## src/rtl/perceptron_pkg.sv

```systemverilog
// Shared types and constants for the perceptron training slice.
package perceptron_pkg;

  // Data word width of labels, learning rate and perceptron output.
  localparam int WORD_W = 32;

  // Default perceptron pipeline depth (x presented -> y valid).
  localparam int DEFAULT_LATENCY = 3;

  // Training sequencer states.
  typedef enum logic [2:0] {
    ST_IDLE  = 3'd0,
    ST_RUN   = 3'd1,
    ST_DRAIN = 3'd2,
    ST_CHECK = 3'd3,
    ST_DONE  = 3'd4
  } state_t;

endpackage

```

## src/rtl/perceptron_trainer_sample_store.sv

```systemverilog
// Labelled sample storage: DEPTH entries of {x, label}, one write port,
// one combinational read port. Contents survive reset by design.
module sample_store
  import perceptron_pkg::*;
#(
  parameter int N      = 8,
  parameter int DEPTH  = 16,
  parameter int ADDR_W = 4
) (
  input  logic              clk,
  input  logic              wr_en,
  input  logic [ADDR_W-1:0] wr_addr,
  input  logic [N-2:0]      wr_x,
  input  logic [WORD_W-1:0] wr_label,
  input  logic [ADDR_W-1:0] rd_addr,
  output logic [N-2:0]      rd_x,
  output logic [WORD_W-1:0] rd_label
);

  logic [N-2:0]      x_mem     [DEPTH];
  logic [WORD_W-1:0] label_mem [DEPTH];

  // Write one sample; addresses beyond the array are dropped.
  always_ff @(posedge clk) begin
    if (wr_en && (int'(wr_addr) < DEPTH)) begin
      x_mem[wr_addr]     <= wr_x;
      label_mem[wr_addr] <= wr_label;
    end
  end

  // Combinational read; out-of-range indices read as zero.
  always_comb begin
    if (int'(rd_addr) < DEPTH) begin
      rd_x     = x_mem[rd_addr];
      rd_label = label_mem[rd_addr];
    end else begin
      rd_x     = {(N-1){1'b0}};
      rd_label = {WORD_W{1'b0}};
    end
  end

endmodule

```

## src/rtl/perceptron_trainer.sv

```systemverilog
// Perceptron training sequencer: replays stored samples epoch by epoch,
// scores the perceptron's delayed output against each label and stops on
// the first error-free epoch, the epoch limit, or an abort.
module perceptron_trainer
  import perceptron_pkg::*;
#(
  parameter int N          = 8,
  parameter int DEPTH      = 16,
  parameter int ADDR_W     = 4,
  parameter int LATENCY    = DEFAULT_LATENCY,
  parameter int EPOCH_W    = 8,
  parameter int MAX_EPOCHS = 200
) (
  input  logic               clk,
  input  logic               rst,
  input  logic               wr_en,
  input  logic [ADDR_W-1:0]  wr_addr,
  input  logic [N-2:0]       wr_x,
  input  logic [WORD_W-1:0]  wr_label,
  input  logic [ADDR_W:0]    num_samples,
  input  logic [WORD_W-1:0]  learning_rate,
  input  logic               start,
  input  logic               abort,
  output logic [N-2:0]       p_x,
  output logic               p_train,
  output logic [WORD_W-1:0]  p_learning_rate,
  output logic [WORD_W-1:0]  p_expected_y,
  input  logic [WORD_W-1:0]  p_y,
  output logic               busy,
  output logic               done,
  output logic               converged,
  output logic [EPOCH_W-1:0] epoch_count,
  output logic [ADDR_W:0]    error_count
);

  localparam int CNT_W = ADDR_W + 1;
  localparam int DRN_W = $clog2(LATENCY + 1);
  localparam logic [CNT_W-1:0]   ERR_MAX     = {CNT_W{1'b1}};
  localparam logic [CNT_W-1:0]   NS_MAX      = CNT_W'(DEPTH);
  localparam logic [EPOCH_W-1:0] EPOCH_LIMIT = EPOCH_W'(MAX_EPOCHS);
  localparam logic [DRN_W-1:0]   DRAIN_LAST  = DRN_W'(LATENCY);

  state_t            state_r;
  logic [CNT_W-1:0]  ns_r;
  logic [WORD_W-1:0] lr_r;
  logic [ADDR_W-1:0] idx_r;
  logic [DRN_W-1:0]  drain_cnt_r;

  // Delay line stage 0 is the presented sample itself (p_train/p_expected_y).
  logic [LATENCY:1]  dl_valid_r;
  logic [WORD_W-1:0] dl_exp_r [1:LATENCY];

  logic [N-2:0]      rd_x_s;
  logic [WORD_W-1:0] rd_label_s;
  logic [CNT_W-1:0]  ns_in_s;
  logic              store_wr_s;
  logic              abort_run_s;
  logic              score_err_s;
  logic              last_idx_s;

  // Saturating increment for the mismatch counter.
  function automatic logic [CNT_W-1:0] sat_inc(input logic [CNT_W-1:0] v);
    return (v == ERR_MAX) ? v : v + CNT_W'(1);
  endfunction

  assign store_wr_s  = wr_en & ~busy;
  assign abort_run_s = abort & busy;
  // Requests beyond the storage depth are clamped so the epoch always ends.
  assign ns_in_s     = (num_samples > NS_MAX) ? NS_MAX : num_samples;
  assign score_err_s = dl_valid_r[LATENCY] && (p_y != dl_exp_r[LATENCY]);
  assign last_idx_s  = ({1'b0, idx_r} == (ns_r - CNT_W'(1)));

  sample_store #(
    .N      (N),
    .DEPTH  (DEPTH),
    .ADDR_W (ADDR_W)
  ) u_store (
    .clk      (clk),
    .wr_en    (store_wr_s),
    .wr_addr  (wr_addr),
    .wr_x     (wr_x),
    .wr_label (wr_label),
    .rd_addr  (idx_r),
    .rd_x     (rd_x_s),
    .rd_label (rd_label_s)
  );

  // Training FSM with registered perceptron drive, status and score counters.
  always_ff @(posedge clk or posedge rst) begin
    if (rst) begin
      state_r         <= ST_IDLE;
      ns_r            <= {CNT_W{1'b0}};
      lr_r            <= {WORD_W{1'b0}};
      idx_r           <= {ADDR_W{1'b0}};
      drain_cnt_r     <= {DRN_W{1'b0}};
      p_x             <= {(N-1){1'b0}};
      p_train         <= 1'b0;
      p_learning_rate <= {WORD_W{1'b0}};
      p_expected_y    <= {WORD_W{1'b0}};
      busy            <= 1'b0;
      done            <= 1'b0;
      converged       <= 1'b0;
      epoch_count     <= {EPOCH_W{1'b0}};
      error_count     <= {CNT_W{1'b0}};
    end else if (abort_run_s) begin
      state_r   <= ST_DONE;
      busy      <= 1'b0;
      done      <= 1'b1;
      p_train   <= 1'b0;
      converged <= 1'b0;
    end else begin
      case (state_r)
        ST_IDLE, ST_DONE: begin
          if (start && !abort) begin
            ns_r        <= ns_in_s;
            lr_r        <= learning_rate;
            idx_r       <= {ADDR_W{1'b0}};
            epoch_count <= {EPOCH_W{1'b0}};
            error_count <= {CNT_W{1'b0}};
            converged   <= 1'b0;
            if (ns_in_s == {CNT_W{1'b0}}) begin
              state_r <= ST_DONE;
              done    <= 1'b1;
              busy    <= 1'b0;
            end else begin
              state_r <= ST_RUN;
              done    <= 1'b0;
              busy    <= 1'b1;
            end
          end
        end
        ST_RUN: begin
          p_x             <= rd_x_s;
          p_expected_y    <= rd_label_s;
          p_train         <= 1'b1;
          p_learning_rate <= lr_r;
          idx_r           <= idx_r + ADDR_W'(1);
          if (score_err_s) begin
            error_count <= sat_inc(error_count);
          end
          if (last_idx_s) begin
            state_r     <= ST_DRAIN;
            drain_cnt_r <= {DRN_W{1'b0}};
          end
        end
        ST_DRAIN: begin
          p_train <= 1'b0;
          if (score_err_s) begin
            error_count <= sat_inc(error_count);
          end
          if (drain_cnt_r == DRAIN_LAST) begin
            state_r <= ST_CHECK;
          end else begin
            drain_cnt_r <= drain_cnt_r + DRN_W'(1);
          end
        end
        ST_CHECK: begin
          epoch_count <= epoch_count + EPOCH_W'(1);
          if (error_count == {CNT_W{1'b0}}) begin
            converged <= 1'b1;
            done      <= 1'b1;
            busy      <= 1'b0;
            state_r   <= ST_DONE;
          end else if ((epoch_count + EPOCH_W'(1)) == EPOCH_LIMIT) begin
            converged <= 1'b0;
            done      <= 1'b1;
            busy      <= 1'b0;
            state_r   <= ST_DONE;
          end else begin
            error_count <= {CNT_W{1'b0}};
            idx_r       <= {ADDR_W{1'b0}};
            state_r     <= ST_RUN;
          end
        end
        default: begin
          state_r <= ST_IDLE;
          busy    <= 1'b0;
          done    <= 1'b0;
          p_train <= 1'b0;
        end
      endcase
    end
  end

  // Score delay line: carries each presented label until its p_y is due.
  always_ff @(posedge clk or posedge rst) begin
    if (rst) begin
      dl_valid_r <= {LATENCY{1'b0}};
      for (int i = 1; i <= LATENCY; i++) begin
        dl_exp_r[i] <= {WORD_W{1'b0}};
      end
    end else if (abort_run_s) begin
      dl_valid_r <= {LATENCY{1'b0}};
    end else begin
      dl_valid_r[1] <= p_train;
      dl_exp_r[1]   <= p_expected_y;
      for (int i = 2; i <= LATENCY; i++) begin
        dl_valid_r[i] <= dl_valid_r[i-1];
        dl_exp_r[i]   <= dl_exp_r[i-1];
      end
    end
  end

endmodule

```

## config.mk

```make
export PLATFORM = sky130hd
export DESIGN_NAME = perceptron_trainer
export DESIGN_NICKNAME = d
export VERILOG_FILES = /design/src/rtl/perceptron_pkg.sv /design/src/rtl/perceptron_trainer_sample_store.sv /design/src/rtl/perceptron_trainer.sv
export SDC_FILE = /design/constraint.sdc
export NUM_CORES = 1
export LEC_CHECK = 0
export CAP_MARGIN = 20
export CORE_UTILIZATION = 45
export DETAILED_ROUTE_END_ITERATION = 6
export DONT_BUFFER_PORTS = 1
export GPL_TIMING_DRIVEN = 0
export PLACE_DENSITY = 0.66
export SLEW_MARGIN = 30
export SYNTH_ARGS = -nofsm -noshare
export SYNTH_HDL_FRONTEND = slang
export SYNTH_SLANG_ARGS = --single-unit
export TNS_END_PERCENT = 30
```

## constraint.sdc

```tcl
create_clock -name clk -period 14.35 [get_ports clk]
set_input_delay 1.435 -clock clk [delete_from_list [all_inputs] [get_ports clk]]
set_output_delay 1.435 -clock clk [all_outputs]
set_load 0.02 [all_outputs]
```

==> results.md, run 1 <==
* Effective utilization at floorplan at 45.6%
* Worst hold path class: flip-flop to flip-flop
* Total global routing overflow at 0
* Synth Net Count at 2,203
* Clock root cell: clkbuf_16
* P_leak at roughly 14 nW
* Post-synth top area cell: edfxtp_1
* Antenna violations before repair at 1
* Final ANT Viol Nets at 0
* ANT cells at 0
* Final Cycle Share at 23.5%
* DIE AREA at 75,300 sq um
* Setup tns final at 0 ns
* Cell count after placement at 3,092
* Commonest non-fill, non-tap cell in the layout: edfxtp_1
* Cell Pwr Density at 181 nW/um^2
* Area grow syn2layout at 15.6%
* Die height at between 200 and 300 microns
* Post-Syn Area at 33,400 sq um
* H-tree levels at 3
* Number of buffers created by CTS at 89
* Vias at 18,900
* DR pass1 iterations at 7
* R2R cell count at 5
* Final Setup Violations at 0
* Die X at 274 microns
* Status: finished, violations left
* Hold Path Depth at 1
* Sequential share of the synthesized area at between 70% and 80%
* CTS tree: yes
* Commonest cells after routing, fill and taps aside: edfxtp_1, nand2_1, dfrtp_1
* Final Power at roughly 7 mW
* Critical path peak fanout at 10
* Final Hold Viols at 0
* Num rows at 99
* Most common flop cell mapped by yosys: edfxtp_1
* RSZ-0062 raised after global routing: false
* IO Port Bufs at 0
* Crit. End Element: flip-flop
* Psw at 2.08 mW
* WL final at ~83,000 microns
* Warnings, synthesis at 0
* Failing checks: DRC
* Max-Cap Viols at 0
* Worst EP arrival at approximately 4 ns
* Top post-synthesis cells by area: edfxtp_1, dfrtp_1, mux4_2
* Top-level I/O count at 205
* Yosys reg bits at 857
* Dpl hpwl at 57,600 microns
* Slew Viols, Final at 0
* Overall Global Routing Usage at 22.2%
* Nets at around 2,300
* Critical path data required time at 14.88 ns
* Worst-Margin Slew at 0.952 ns
* Placer Congestion at slightly below 0.9
* WL per Instance at 25.4 microns
* Mapped Cells at 2,078
* Cts repair resizes at 0
* Top cell type's share of synthesized area at 56.1%
* Clk slew on worst S/H paths at 0.06 ns
* CORE AREA at 73,200 sq um
* First-pass GRT wire length at 122,000 microns
* Vias in the first global route at around 19,000
* Drc violations at 25
* Initial DRC Count at between 1,500 and 2,000
* Post-CTS Repair Setup Buffers at 0
* R2R setup slack at 11.03 ns
* Post-CTS Hold Buffers at 0
* Seq pwr share at 48.6%
* Clock sinks at 857
* Unique masters post-synth at 63
* Combinational share of power at 18.1%
* Layout cell share with drive strength beyond 1 at 17.3%
* Period minus WS final at approximately 3.4 ns
* Power share of the clock group at 33.3%
* Worst slew margin at 36.5%
* Post-synth EDFFs at 624
* Critical Path Source Type: primary input
* Vias per cell at 5.80
* Internal power at between 4 and 5 mW
* Largest net degree at the start of global routing at 93
* Fin util at between 50 and 60%
* Clk_skew at 0.0299 ns
* Average size of a mapped cell at approximately 16 sq um
* Clock latency at the later pin of the worst-skew pair at roughly 0.66 ns
* Fmax at just under 300 MHz
* Fin cells at 3,256
* Peak VDD IR at 0.000106 V
* Net Sw Frac at 29.8%
* Max clock buf depth at 3
* Ys async rst share at 27.2%
* Crit Path Class: primary input to flip-flop
==> flip-flops by register name (all words and copies together) (netlist names) <==
register	flops
u_store.x_mem	112
dl_exp_r	96
error_count	5
idx_r	4
dl_valid_r	3
converged	1
p_learning_rate	32
lr_r	32
u_store.label_mem	512
ns_r	5
state_r	3
busy	1
p_expected_y	32
epoch_count	8
done	1
p_x	7
p_train	1
drain_cnt_r	2
==> power groups by stage <==
stage / combinational [mW] / sequential, mW / clock, mW
global route: 1.39 / 3.42 / 2.46
CTS: 1.28 / 3.38 / 2.35
detailed placement: 1.27 / 3.43 / 0
global placement: 1.22 / 3.42 / 0
finish: 1.26 / 3.39 / 2.32
floorplan: 0.939 / 3.28 / 0
==> per-layer routing <==
layer | track usage (%) | wire, microns | vias to the layer above | part of all wire (%)
met5 | 0 | 7 | - | 0.0085
met4 | 6.02 | 1910 | 2 | 2.3
met3 | 6.99 | 9010 | 124 | 11
met2 | 35.6 | 39500 | 849 | 48
met1 | 29.2 | 32400 | 9734 | 39
li1 | - | - | 8164 | -
==> cells by family (layout without fill, tap and decap cells) <==
family,after synthesis,after routing,synth area share [%]
flip-flops,857,857,73.6
AND/OR/NAND/NOR,602,602,7.45
multiplexers,231,231,11.4
AO/OA/AOI/OAI,224,224,4.72
buffers and inverters,119,338,1.49
XOR/XNOR,37,37,0.971
adder cells (fa/ha/maj),8,8,0.300
==> synth_stat cells, types with 11 or more instances <==
cell      number
mux4_2       117
edfxtp_1     624
mux2i_1       79
clkbuf_1      68
dfrtp_1      233
nor2_1        30
nand2b_1      15
nand2_1      487
nand4_1       11
o221ai_1      78
mux2_2        35
o21ai_0      100
buf_2         29
xnor2_1       35
==> worst max-delay path: stages <==
cell and delay [ns]:
nand2_1 0.19, nand2_1 0.33, clkbuf_1 0.75, clkbuf_1 0.78, mux2_2 0.41
==> path summary, 6_finish.rpt <==
check	startpoint	to
setup / recovery	abort	p_learning_rate[28]
hold / removal	dl_valid_r[1]	dl_valid_r[2]
setup reg to reg	busy	p_learning_rate[28]
hold reg to reg	dl_valid_r[1]	dl_valid_r[2]
max in group asynchronous	rst	lr_r[21]
min in group asynchronous	rst	dl_exp_r[34]
==> layout make-up <==
class                           count  area [sq um]
Clock inverter                     43           504
Multi-Input combinational cell   1102          8420
Fill cell                        5755         34600
Sequential cell                   857         24600
Inverter                           10          45.0
Clock buffer                      121          2480
Tap cell                          959          1200
Timing Repair Buffer               55           903
Buffer                            109           460
==> per-stage QoR <==
stage	setup slack (ns)	instance area, sq um	hold WS (ns)
after floorplan	6.53	33400	0.428
after global placement	3.93	34600	0.439
after detailed placement	10.24	35600	0.445
after CTS	10.92	38600	0.457
after global routing	10.89	38600	0.461
final	10.98	38600	0.450
Note: power is estimated with default switching activity, not from simulation.
==> run 2, diff against run 1 <==
==> constraint.sdc (replaced) <==
create_clock -name clk -period 3.2 [get_ports clk]
set_input_delay 0.32 -clock clk [delete_from_list [all_inputs] [get_ports clk]]
set_output_delay 0.32 -clock clk [all_outputs]
set_load 0.02 [all_outputs]
==> run 2 against run 1 <==
  * Sequential share of layout area is 1.1 points lower
  * Utilization grew 0.97 points
  * Critical endpoint is now p_expected_y[12]
  * Largest power group unchanged
  * The run still ends with DRC left
  * Sequential power rose to 4.5 times the previous value
==> results.md, run 2 (synthesis gave the netlist of run 1 again) <==
* Status: finished, violations left
* Failing checks: DRC
* First-pass GRT wire length at 124,000 microns (+1.7%)
* Number of buffers created by CTS at 88 (-1.1%)
* CORE AREA at 73,200 sq um (unchanged)
* # fillers at 5,707 (-0.83%)
* Top delay family on crit path: buffers and inverters
* Worst hold path class: primary input to asynchronous set/reset pin
* Power share of the clock group at 32.0% (-1.3 points)
* Final Hold Viols at 0 (unchanged)
* Vias per cell at 5.76 (-0.67%)
* WL final at 83,000 microns (+0.25%)
* CP dominant cell by count: o221ai_1
* Worst Path Buf+Inv at 2 (unchanged)
* Clock latency at the later pin of the worst-skew pair at 0.63 ns (-0.03 ns)
* Peak VDD IR at 0.000467 V (+340%)
* CTS tree: yes
* Period minus WS final at 3.05 ns
* Dpl hpwl at 56,700 microns (-1.6%)
* Commonest cells after routing, fill and taps aside: edfxtp_1, nand2_1, dfrtp_1
* Crit Path Class: flip-flop to flip-flop
* H-tree levels at 3 (unchanged)
* Clock root cell: clkbuf_16
* Max FFs per register at 512 (unchanged)
* Most flop-heavy register: u_store.label_mem
* Worst EP arrival at 3.54 ns (-0.37 ns)
* WL per Instance at 24.9 microns (-2.0%)
* RSZ-0062 raised after global routing: false
* Net Sw Frac at 30.0% (+0.26 points)
* Final Power at 30.9 mW (+340%)
* Final ANT Viol Nets at 0 (unchanged)
* Clock sinks at 857 (unchanged)
* Multi-input gate area at 8420 sq um (about the same)
* Worst-Margin Slew at 1.05 ns (+0.0957 ns)
* Effective utilization at floorplan at 45.6% (unchanged)
* Crit. End Element: flip-flop
* Top-level I/O count at 205 (unchanged)
* Crit-path slowest cell: buf_1
* Nets at 2,429 (+3.4%)
* IO Port Bufs at 0 (unchanged)
* Seq pwr share at 49.1% (+0.5 points)
* Max incr delay on CP at 0.62 ns (-0.16 ns)
* Largest net degree at the start of global routing at 34 (-63%)
* Fmax at 327 MHz
* Drc violations at 21 (-16%)
* Critical path peak fanout at 10 (unchanged)
* DIE AREA at 75,300 sq um (unchanged)
* Total global routing overflow at 0 (unchanged)
* Final Cycle Share at 95.4%
* Antenna violations before repair at 3 (+2)
* Die height at 274 microns (unchanged)
* Cell count after placement at 3,094 (+0.065%)
* Top Registers: u_store.label_mem (512), u_store.x_mem (112), dl_exp_r (96)
* Internal power at 21.6 mW (+340%)
* Clk_skew at 0.0216 ns (-0.00830 ns)
* Vias in the first global route at 19,400 (+2.5%)
* Cell Pwr Density at 787 nW/um^2 (+340%)
* Commonest non-fill, non-tap cell in the layout: edfxtp_1
* Die X at 274 microns (unchanged)
* Worst slew margin at 30.2% (-6.4 points)
* Fin cells at 3,331 (+2.3%)
* Final Setup Violations at 0 (unchanged)
* Area grow syn2layout at 17.7%
* Combinational share of power at 18.9% (+0.8 points)
* Register area at 24,600 sq um (unchanged)
* Critical Path Source Type: flip-flop
* Psw at 9.29 mW (+350%)
* P_leak at 14.1 nW (+2.1%)
* Vias at 19,200 (+1.6%)
* Layout cell share with drive strength beyond 1 at 16.7% (-0.67 points)
* Max-Cap Viols at 0 (unchanged)
* Post-CTS Repair Setup Buffers at 0 (unchanged)
* Overall Global Routing Usage at 22.4% (+0.21 points)
* Fin util at 53.7% (+0.97 points)
* DR pass1 iterations at 7 (unchanged)
* Num rows at 99 (unchanged)
* Initial DRC Count at 1,969 (+6.4%)
* Critical path data required time at 3.69 ns (-11.19 ns)
* Slew Viols, Final at 0 (unchanged)
* Clk slew on worst S/H paths at 0.06 ns (about the same)
* Critical path cell sequence: nand2b_1, clkbuf_2, buf_1, o221ai_1, o221ai_1, o21ai_0
* Max clock buf depth at 3 (unchanged)
* Placer Congestion at 0.869 (+0.20%)
-- run 2: cell types whose count changed in the layout (fill, tap and decap cells not counted), moves of 2 or more --
cell,delta
dlygate4sd3_1,+80
buf_8,-7
buf_12,+6
buf_16,+4
buf_4,-4
clkinv_2,+4
buf_6,+3
clkbuf_8,-3
clkinv_1,-3
bufinv_16,-2
clkbuf_16,-2
clkinv_16,-2
inv_16,-2
-- run 2: final cells by class --
type                    instances  share of cell area, %
flip-flops and latches        857                   62.5
multi-input cells            1102                   21.4
clock buffers                 118                   6.10
repair buffers                137                   4.67
well taps                     959                   3.05
plain buffers                 108                   1.17
clock inverters                39                  0.924
inverters                      10                  0.105
diodes                          1                0.00637
-- run 2: through the flow --
stage | setup TNS (ns) | worst slack [ns] | cell area (sq um) | hold slack [ns]
5_1_grt | 0 | 0.0582 | 39300 | 0.0470
3_5_place_dp | -0.0281 | -0.0281 | 35700 | 0.0992
6_report | 0 | 0.146 | 39300 | 0.0685
4_1_cts | 0 | 0.233 | 39300 | 0.0358
2_1_floorplan | -146.95 | -0.989 | 33400 | 0.419
3_3_place_gp | -1721.07 | -4.35 | 34600 | 0.420
-- run 2: repair_timing --
action                                  4_1_cts  5_1_grt
resized for setup                             1        0
hold buffers                                 80        0
hold endpoints to repair                    777        0
endpoints found under the setup margin        2        0
-- run 2: worst paths after layout --
kind	from	end	slack, ns	cells past startpoint
min in group clk	wr_addr[3]	u_store.label_mem[1][4]	0.07	2
max reg2reg	idx_r[1]	p_expected_y[12]	0.15	6
max in group asynchronous	rst	p_expected_y[25]	2.08	6
max	idx_r[1]	p_expected_y[12]	0.15	6
min reg2reg	dl_valid_r[1]	dl_valid_r[2]	0.45	1
min	rst	p_learning_rate[13]	0.07	2
-- run 2: per-layer routing --
| metal | wire [microns] | vias up | track usage, % |
|---|---|---|---|
| li1 | - | 8324 | - |
| met1 | 34300 | 9950 | 30.7 |
| met2 | 39500 | 749 | 35.6 |
| met3 | 7130 | 151 | 5.38 |
| met4 | 2030 | 4 | 6.61 |
| met5 | 34 | - | 0 |
-- run 2: power groups by stage --
| stage | Sequential, mW | Combinational (mW) | Clock [mW] |
|---|---|---|---|
| CTS | 15.2 | 5.90 | 10.0 |
| detailed placement | 15.4 | 5.69 | 0 |
| global route | 15.3 | 6.44 | 10.5 |
| global placement | 15.3 | 5.43 | 0 |
| finish | 15.2 | 5.84 | 9.90 |
| floorplan | 14.7 | 4.21 | 0 |
